--- src/rtl/filter_hs_adapter.sv ---
// filter_hs_adapter
//   Bridges valid/ready sample streams to the four-phase req/ack ports of the
//   FIR filter, all in the filter's clock domain.
//   TX: upstream samples are buffered in a small FIFO. Each sample is then
//       offered to the filter input as a four-phase transfer.
//   RX: four-phase transfers from the filter output are acknowledged and
//       re-emitted downstream as a valid/ready stream.
//
// Ports
//   clk_i, rst_i            clock; synchronous active-high reset
//   s_data_i/s_valid_i      upstream sample stream in
//   s_ready_o               upstream ready (!full, held 0 while rst_i)
//   hs_data_o/hs_req_o      four-phase request into the filter input
//   hs_ack_i                four-phase ack from the filter input
//   hs_data_i/hs_req_i      four-phase request from the filter output
//   hs_ack_o                four-phase ack to the filter output
//   m_data_o/m_valid_o      downstream sample stream out
//   m_ready_i               downstream ready
//   tx_level_o              TX FIFO occupancy
//   proto_err_o             sticky protocol-violation flag
module filter_hs_adapter #(
  parameter int DataWidth = 18,
  parameter int FifoDepth = 4
) (
  input  logic                           clk_i,
  input  logic                           rst_i,
  input  logic [DataWidth-1:0]           s_data_i,
  input  logic                           s_valid_i,
  output logic                           s_ready_o,
  output logic [DataWidth-1:0]           hs_data_o,
  output logic                           hs_req_o,
  input  logic                           hs_ack_i,
  input  logic [DataWidth-1:0]           hs_data_i,
  input  logic                           hs_req_i,
  output logic                           hs_ack_o,
  output logic [DataWidth-1:0]           m_data_o,
  output logic                           m_valid_o,
  input  logic                           m_ready_i,
  output logic [$clog2(FifoDepth+1)-1:0] tx_level_o,
  output logic                           proto_err_o
);

  localparam int PtrW = $clog2(FifoDepth);
  localparam int LvlW = $clog2(FifoDepth + 1);

  typedef enum logic [1:0] {TX_IDLE, TX_REQ, TX_REL} tx_state_t;
  typedef enum logic       {RX_IDLE, RX_ACK}         rx_state_t;

  // TX FIFO
  logic [DataWidth-1:0] r_mem [FifoDepth];
  logic [PtrW-1:0]      r_wr_ptr;
  logic [PtrW-1:0]      r_rd_ptr;
  logic [LvlW-1:0]      r_level;
  logic                 w_full;
  logic                 w_empty;
  logic                 w_push;
  logic                 w_pop;

  // TX handshake
  tx_state_t            r_tx_state;
  tx_state_t            w_tx_next;
  logic                 r_hs_req;
  logic [DataWidth-1:0] r_hs_data;

  // RX handshake
  rx_state_t            r_rx_state;
  rx_state_t            w_rx_next;
  logic                 w_rx_cap;
  logic                 r_m_valid;
  logic [DataWidth-1:0] r_m_data;
  logic                 r_hs_req_d;
  logic                 r_proto_err;
  logic                 w_proto_viol;

  assign w_full  = (r_level == LvlW'(FifoDepth));
  assign w_empty = (r_level == '0);
  // Ready is masked during reset so nothing is accepted into a FIFO being flushed.
  assign s_ready_o = !w_full && !rst_i;
  assign w_push    = s_valid_i && s_ready_o;
  assign w_pop     = (r_tx_state == TX_IDLE) && !w_empty;

  // Storage carries data only; occupancy and pointers define what is valid.
  always_ff @(posedge clk_i) begin
    if (w_push) begin
      r_mem[r_wr_ptr] <= s_data_i;
    end
  end

  always_ff @(posedge clk_i) begin
    if (rst_i) begin
      r_wr_ptr <= '0;
      r_rd_ptr <= '0;
      r_level  <= '0;
    end else begin
      if (w_push) r_wr_ptr <= r_wr_ptr + PtrW'(1);
      if (w_pop)  r_rd_ptr <= r_rd_ptr + PtrW'(1);
      case ({w_push, w_pop})
        2'b10:   r_level <= r_level + LvlW'(1);
        2'b01:   r_level <= r_level - LvlW'(1);
        default: r_level <= r_level;
      endcase
    end
  end

  always_comb begin
    w_tx_next = r_tx_state;
    case (r_tx_state)
      TX_IDLE: if (!w_empty) w_tx_next = TX_REQ;
      TX_REQ:  if (hs_ack_i) w_tx_next = TX_REL;
      TX_REL:  if (!hs_ack_i) w_tx_next = TX_IDLE;
      default: w_tx_next = TX_IDLE;
    endcase
  end

  // req is registered off the TX_REQ state, so it rises one edge after the
  // pop, and it drops on the same edge that sees ack so that req never
  // lingers high once the filter has answered (a 1-cycle ack stays legal).
  always_ff @(posedge clk_i) begin
    if (rst_i) begin
      r_tx_state <= TX_IDLE;
      r_hs_req   <= 1'b0;
      r_hs_data  <= '0;
    end else begin
      r_tx_state <= w_tx_next;
      r_hs_req   <= (r_tx_state == TX_REQ) && !hs_ack_i;
      if (w_pop) r_hs_data <= r_mem[r_rd_ptr];
    end
  end

  // Capture only when the output register is free or being drained this cycle;
  // otherwise the ack is withheld, which back-pressures the filter.
  assign w_rx_cap = (r_rx_state == RX_IDLE) && hs_req_i && (!r_m_valid || m_ready_i);

  always_comb begin
    w_rx_next = r_rx_state;
    case (r_rx_state)
      RX_IDLE: if (w_rx_cap)  w_rx_next = RX_ACK;
      RX_ACK:  if (!hs_req_i) w_rx_next = RX_IDLE;
      default: w_rx_next = RX_IDLE;
    endcase
  end

  // Violations: ack with no outstanding req, or a req dropped before it was acked.
  assign w_proto_viol = ((r_tx_state == TX_IDLE) && hs_ack_i) ||
                        ((r_rx_state == RX_IDLE) && r_hs_req_d && !hs_req_i);

  always_ff @(posedge clk_i) begin
    if (rst_i) begin
      r_rx_state  <= RX_IDLE;
      r_m_valid   <= 1'b0;
      r_m_data    <= '0;
      r_hs_req_d  <= 1'b0;
      r_proto_err <= 1'b0;
    end else begin
      r_rx_state <= w_rx_next;
      r_hs_req_d <= hs_req_i;
      if (w_rx_cap) begin
        r_m_valid <= 1'b1;
        r_m_data  <= hs_data_i;
      end else if (m_ready_i) begin
        r_m_valid <= 1'b0;
      end
      if (w_proto_viol) r_proto_err <= 1'b1;
    end
  end

  assign hs_req_o    = r_hs_req;
  assign hs_data_o   = r_hs_data;
  assign hs_ack_o    = (r_rx_state == RX_ACK);
  assign m_valid_o   = r_m_valid;
  assign m_data_o    = r_m_data;
  assign tx_level_o  = r_level;
  assign proto_err_o = r_proto_err;

endmodule

--- config.mk ---
export PLATFORM = sky130hd
export DESIGN_NAME = filter_hs_adapter
export DESIGN_NICKNAME = d
export VERILOG_FILES = /design/src/rtl/filter_hs_adapter.sv
export SDC_FILE = /design/constraint.sdc
export NUM_CORES = 1
export LEC_CHECK = 0
export CORE_UTILIZATION = 30
export CTS_CLUSTER_SIZE = 25
export DETAILED_ROUTE_END_ITERATION = 8
export HOLD_SLACK_MARGIN = 0.1
export PLACE_DENSITY = 0.63
export SYNTH_ARGS = -nofsm -noshare
export SYNTH_HDL_FRONTEND = slang
export SYNTH_SLANG_ARGS = --single-unit
--- constraint.sdc ---
create_clock -name clk_i -period 1.9 [get_ports clk_i]
set_clock_uncertainty 0.05 [all_clocks]
set_input_delay 0.38 -clock clk_i [delete_from_list [all_inputs] [get_ports clk_i]]
set_output_delay 0.38 -clock clk_i [all_outputs]
set_load 0.01 [all_outputs]
==> results by stage <==
Hold path:
- The path class of the tightest hold or removal check is register to register.

Synth:
- The commonest register cell after synthesis is sky130_fd_sc_hd__edfxtp_1.
- Counting every instance in the synthesized netlist gives just under 300.
- For this run, the register share of the synthesized area comes to ~70%.
- The leading cell type by number of instances after synthesis is sky130_fd_sc_hd__edfxtp_1.
- The fraction of synthesized cell area taken by the top area cell type is a little under half.
- In this run the cell area of the synthesized design comes to about 0.0045 mm^2.
- Counting instances in the post-synthesis netlist gives the leading cell types as sky130_fd_sc_hd__edfxtp_1 (72), sky130_fd_sc_hd__dfxtp_1 (50), sky130_fd_sc_hd__a21oi_1 (22).
- By area the synthesized netlist is led by sky130_fd_sc_hd__edfxtp_1 (48%), sky130_fd_sc_hd__dfxtp_1 (22%), sky130_fd_sc_hd__mux4_2 (8.9%).
- The Yosys step of the flow raised 0 warnings.
- The biggest area contributor in the post-synthesis netlist is sky130_fd_sc_hd__edfxtp_1.
- The number of different library cells used by synthesis comes to 41.
- The post-synthesis average cell area is around 16 um^2.
- The proportion of synthesized flip-flops having asynchronous set or reset is 0%.
- Yosys mapped a number of flops with a built-in enable equal to just over 70.
- The synthesized design contains approximately 120 register bits.
- The number of nets handed over by synthesis was 338.

Power:
- The final total power is 9010 uW.
- The ratio of total power to cell area is between 1000 and 1500 mW/mm^2.
- The reported leakage power is roughly 0.0023 uW.
- The maximum vdd ir drop is around 750 uV.

Routing:
- The final routed DRC violation total is 0.
- After the first detailed-routing iteration, the DRC count stood at roughly 170.
- The routed length per placed instance is ~15 um.
- The total routed wirelength is ~9000 um.
- The average via count per standard cell is 4.59.
- Across all layers, the routed design uses around 2.7k vias.
- The pre-antenna-repair detailed-routing pass consisted of 8 iterations.
- The number of nets still failing antenna checks after routing is 0.

Critical path:
- For this run, the slowest stage of the critical path takes between 300 and 400 ps.
- Grouping stages by cell kind, the critical path spends the most delay in simple AND/OR/NAND/NOR gates.
- The sort of element at the start of the critical path is a register.
- The worst register-to-register path has a setup slack of -130 ps.
- Counting both buffers and inverters, the worst setup path holds a total of 2.
- The highest net fanout along the worst path is 4.
- The worst endpoint data arrival time is roughly 2300 ps.
- The worst setup path is captured at a register.
- The critical path goes through nor3b_4 > nor3b_4 > inv_1 > ha_2 > inv_2 > fa_2 > xor2_1 > or3_1 > a21oi_1.
- For the worst setup path, the data required time is about 2200 ps.
- The slowest stage of the critical path is the sky130_fd_sc_hd__dfxtp_4 cell.
- By instance count, the cell type seen most on the critical path is sky130_fd_sc_hd__nor3b_4.
- The type of the worst setup path is register to register.

STA:
- The number of failing hold endpoints at the final stage came to 0.
- The actual slew at the worst max-slew pin is 633 ps.
- In this run the tightest slew margin relative to its limit is 57.8%.
- Setup violations remaining at the end of the flow were counted as 1.
- The sum of negative setup slack is -132 ps.
- The post-route minimum period is around 2000 ps.
- Of the available clock period, the critical path in the final layout requires 107%.
- The number of pins exceeding their max-slew limit in the final report was 0.
- Across all setup checks in the final design, the least slack found is -132 ps.
- Setup repair after global routing could not meet its margin everywhere.
- The upper clock frequency limit is just under 500 MHz.

Global route:
- Global routing consumed, on the met1 layer, roughly 15% of the routing resources.
- After global routing the overflow that remains totals 0.
- The layer with the highest usage after global routing is met2.
- The number of global-route vias before repair came to around 2.9k.
- The routing usage on met3 is slightly above 4%.
- The number of antenna violations at the first check in global routing was 0.
- Global routing consumed, on the met2 layer, between 20% and 30% of the routing resources.
- The wire length of the first global-routing pass is around 15000 um.
- Entering global routing, the biggest net connects 25 pins.
- The total global routing track utilization is 12.5%.

Finish:
- For this run, the post-layout net count is 451.
- The number of antenna diodes in the final layout is 0.
- The share of post-route cells with drive strength above 1 is around 27%.
- From synthesis to final layout, the design area changed by 42.8%.

Clock tree:
- In this run the clock root is driven by a sky130_fd_sc_hd__clkbuf_16.
- The clock reaches the later pin of the worst-skew pair after approximately 410 ps.
- The post-cts hold buffer count is 0.
- The clock drives ~120 sinks.
- Clock-pin slew was measured on the worst setup and hold paths at around 50 ps.
- Clock tree synthesis inserted a total of 17 buffers.
- The H-tree depth reported by CTS is 4.
- The number of buffers on the longest clock path is 2.
- TritonCTS built the clock tree.

Place:
- At the end of routability-driven placement, the weighted congestion stood at 0.696.
- The final HPWL from detailed placement is approximately 6000 um.
- Port buffering added 85 buffers.

Floorplanning:
- 86 I/O pins were placed.
- The floorplan has 44 rows.
- In this run the vertical extent of the chip is 125 um.
- The area of the core is about 0.015 mm^2.
- The floorplan step defined a die boundary enclosing ~0.016 mm^2.
- Measured along the x axis, the die boundary spans around 130 um.
- The initial core utilization is about 31%.

Status:
- The run finished, with violations left.
- The checks that failed: negative setup slack.

Run:
- The total of max-cap violations is 0.
## final cells by class
cell class / count / area, um^2
Fill cell: 1308 / 8150
Multi-Input combinational cell: 142 / 1310
Clock buffer: 24 / 492
Sequential cell: 122 / 3170
Timing Repair Buffer: 113 / 1120
Tap cell: 184 / 230
Inverter: 7 / 26.3
Clock inverter: 7 / 138
## flip-flops by register name, summed over array words and instances (netlist names)
register / cells
proto_err_o: 1
tx_level_o: 3
r_mem: 72
hs_req_o: 1
m_valid_o: 1
m_data_o: 18
r_wr_ptr: 2
hs_ack_o: 1
r_hs_req_d: 1
r_tx_state: 2
hs_data_o: 18
r_rd_ptr: 2
## kinds of logic (layout without fill, tap and decap cells)
logic type	count (synthesis)	after routing	share of synthesized area (%)
DFF	122	122	69.6
AOI/OAI and AO/OA	65	65	9.72
and+or+nand+nor	48	48	6.33
buffers and inverters	26	151	2.59
muxes	20	20	9.39
adders and majority gates	6	6	1.82
xor gates and xnor gates	3	3	0.578
## stage by stage
stage               instances  hold slack, ps  instance area, um^2  setup WS, ps  util [%]
floorplan                 290             404                 4590         -47.8         -
global placement          566             406                 5840          -332      39.9
detailed placement        566             410                 5840          -390      39.9
CTS                       598             423                 6480          -124      44.2
global route              599             443                 6490          -203      44.3
finish                    599             427                 6490          -132      44.3
## layout by cell type, fill, tap and decap left out, drive strengths merged, types with 2 or more instances in the layout
cell type,n
dfxtp,50
nor3,2
buf,28
xor2,2
nand3,18
bufinv,4
clkinv,2
mux4,18
a22o,18
nor2,9
clkdlybuf4s50,83
nand2b,3
a21oi,23
nor3b,3
ha,5
o21ai,19
or3,2
nor2b,3
and2,4
edfxtp,72
inv,7
clkbuf,25
## report_power, final
| group | internal, uW | total (uW) | switching, uW |
|---|---|---|---|
| logic | 1290 | 2270 | 980 |
| clock network | 2320 | 3380 | 1050 |
| registers | 3160 | 3360 | 198 |
## timing repair
action / in CTS / in global routing
resized for setup: 4 / 5
buffers inserted: 1 / 1
endpoints found under the setup margin: 2 / 12
pin swaps: 1 / 4
## per-layer routing
| layer | up-vias | routed length (um) | part of all wire, % |
|---|---|---|---|
| met5 | - | 0 | 0 |
| met4 | 0 | 40 | 0.44 |
| met3 | 6 | 310 | 3.4 |
| met2 | 62 | 4580 | 50 |
| met1 | 1340 | 4250 | 46 |
| li1 | 1340 | - | - |
## worst paths after layout
kind	end	cells past startpoint	startpoint
max	tx_level_o[2]	9	tx_level_o[1]
min	hs_data_o[10]	1	hs_data_o[10]
max reg2reg	tx_level_o[2]	9	tx_level_o[1]
min reg2reg	hs_data_o[10]	1	hs_data_o[10]
(Power assumes the default switching activity.)
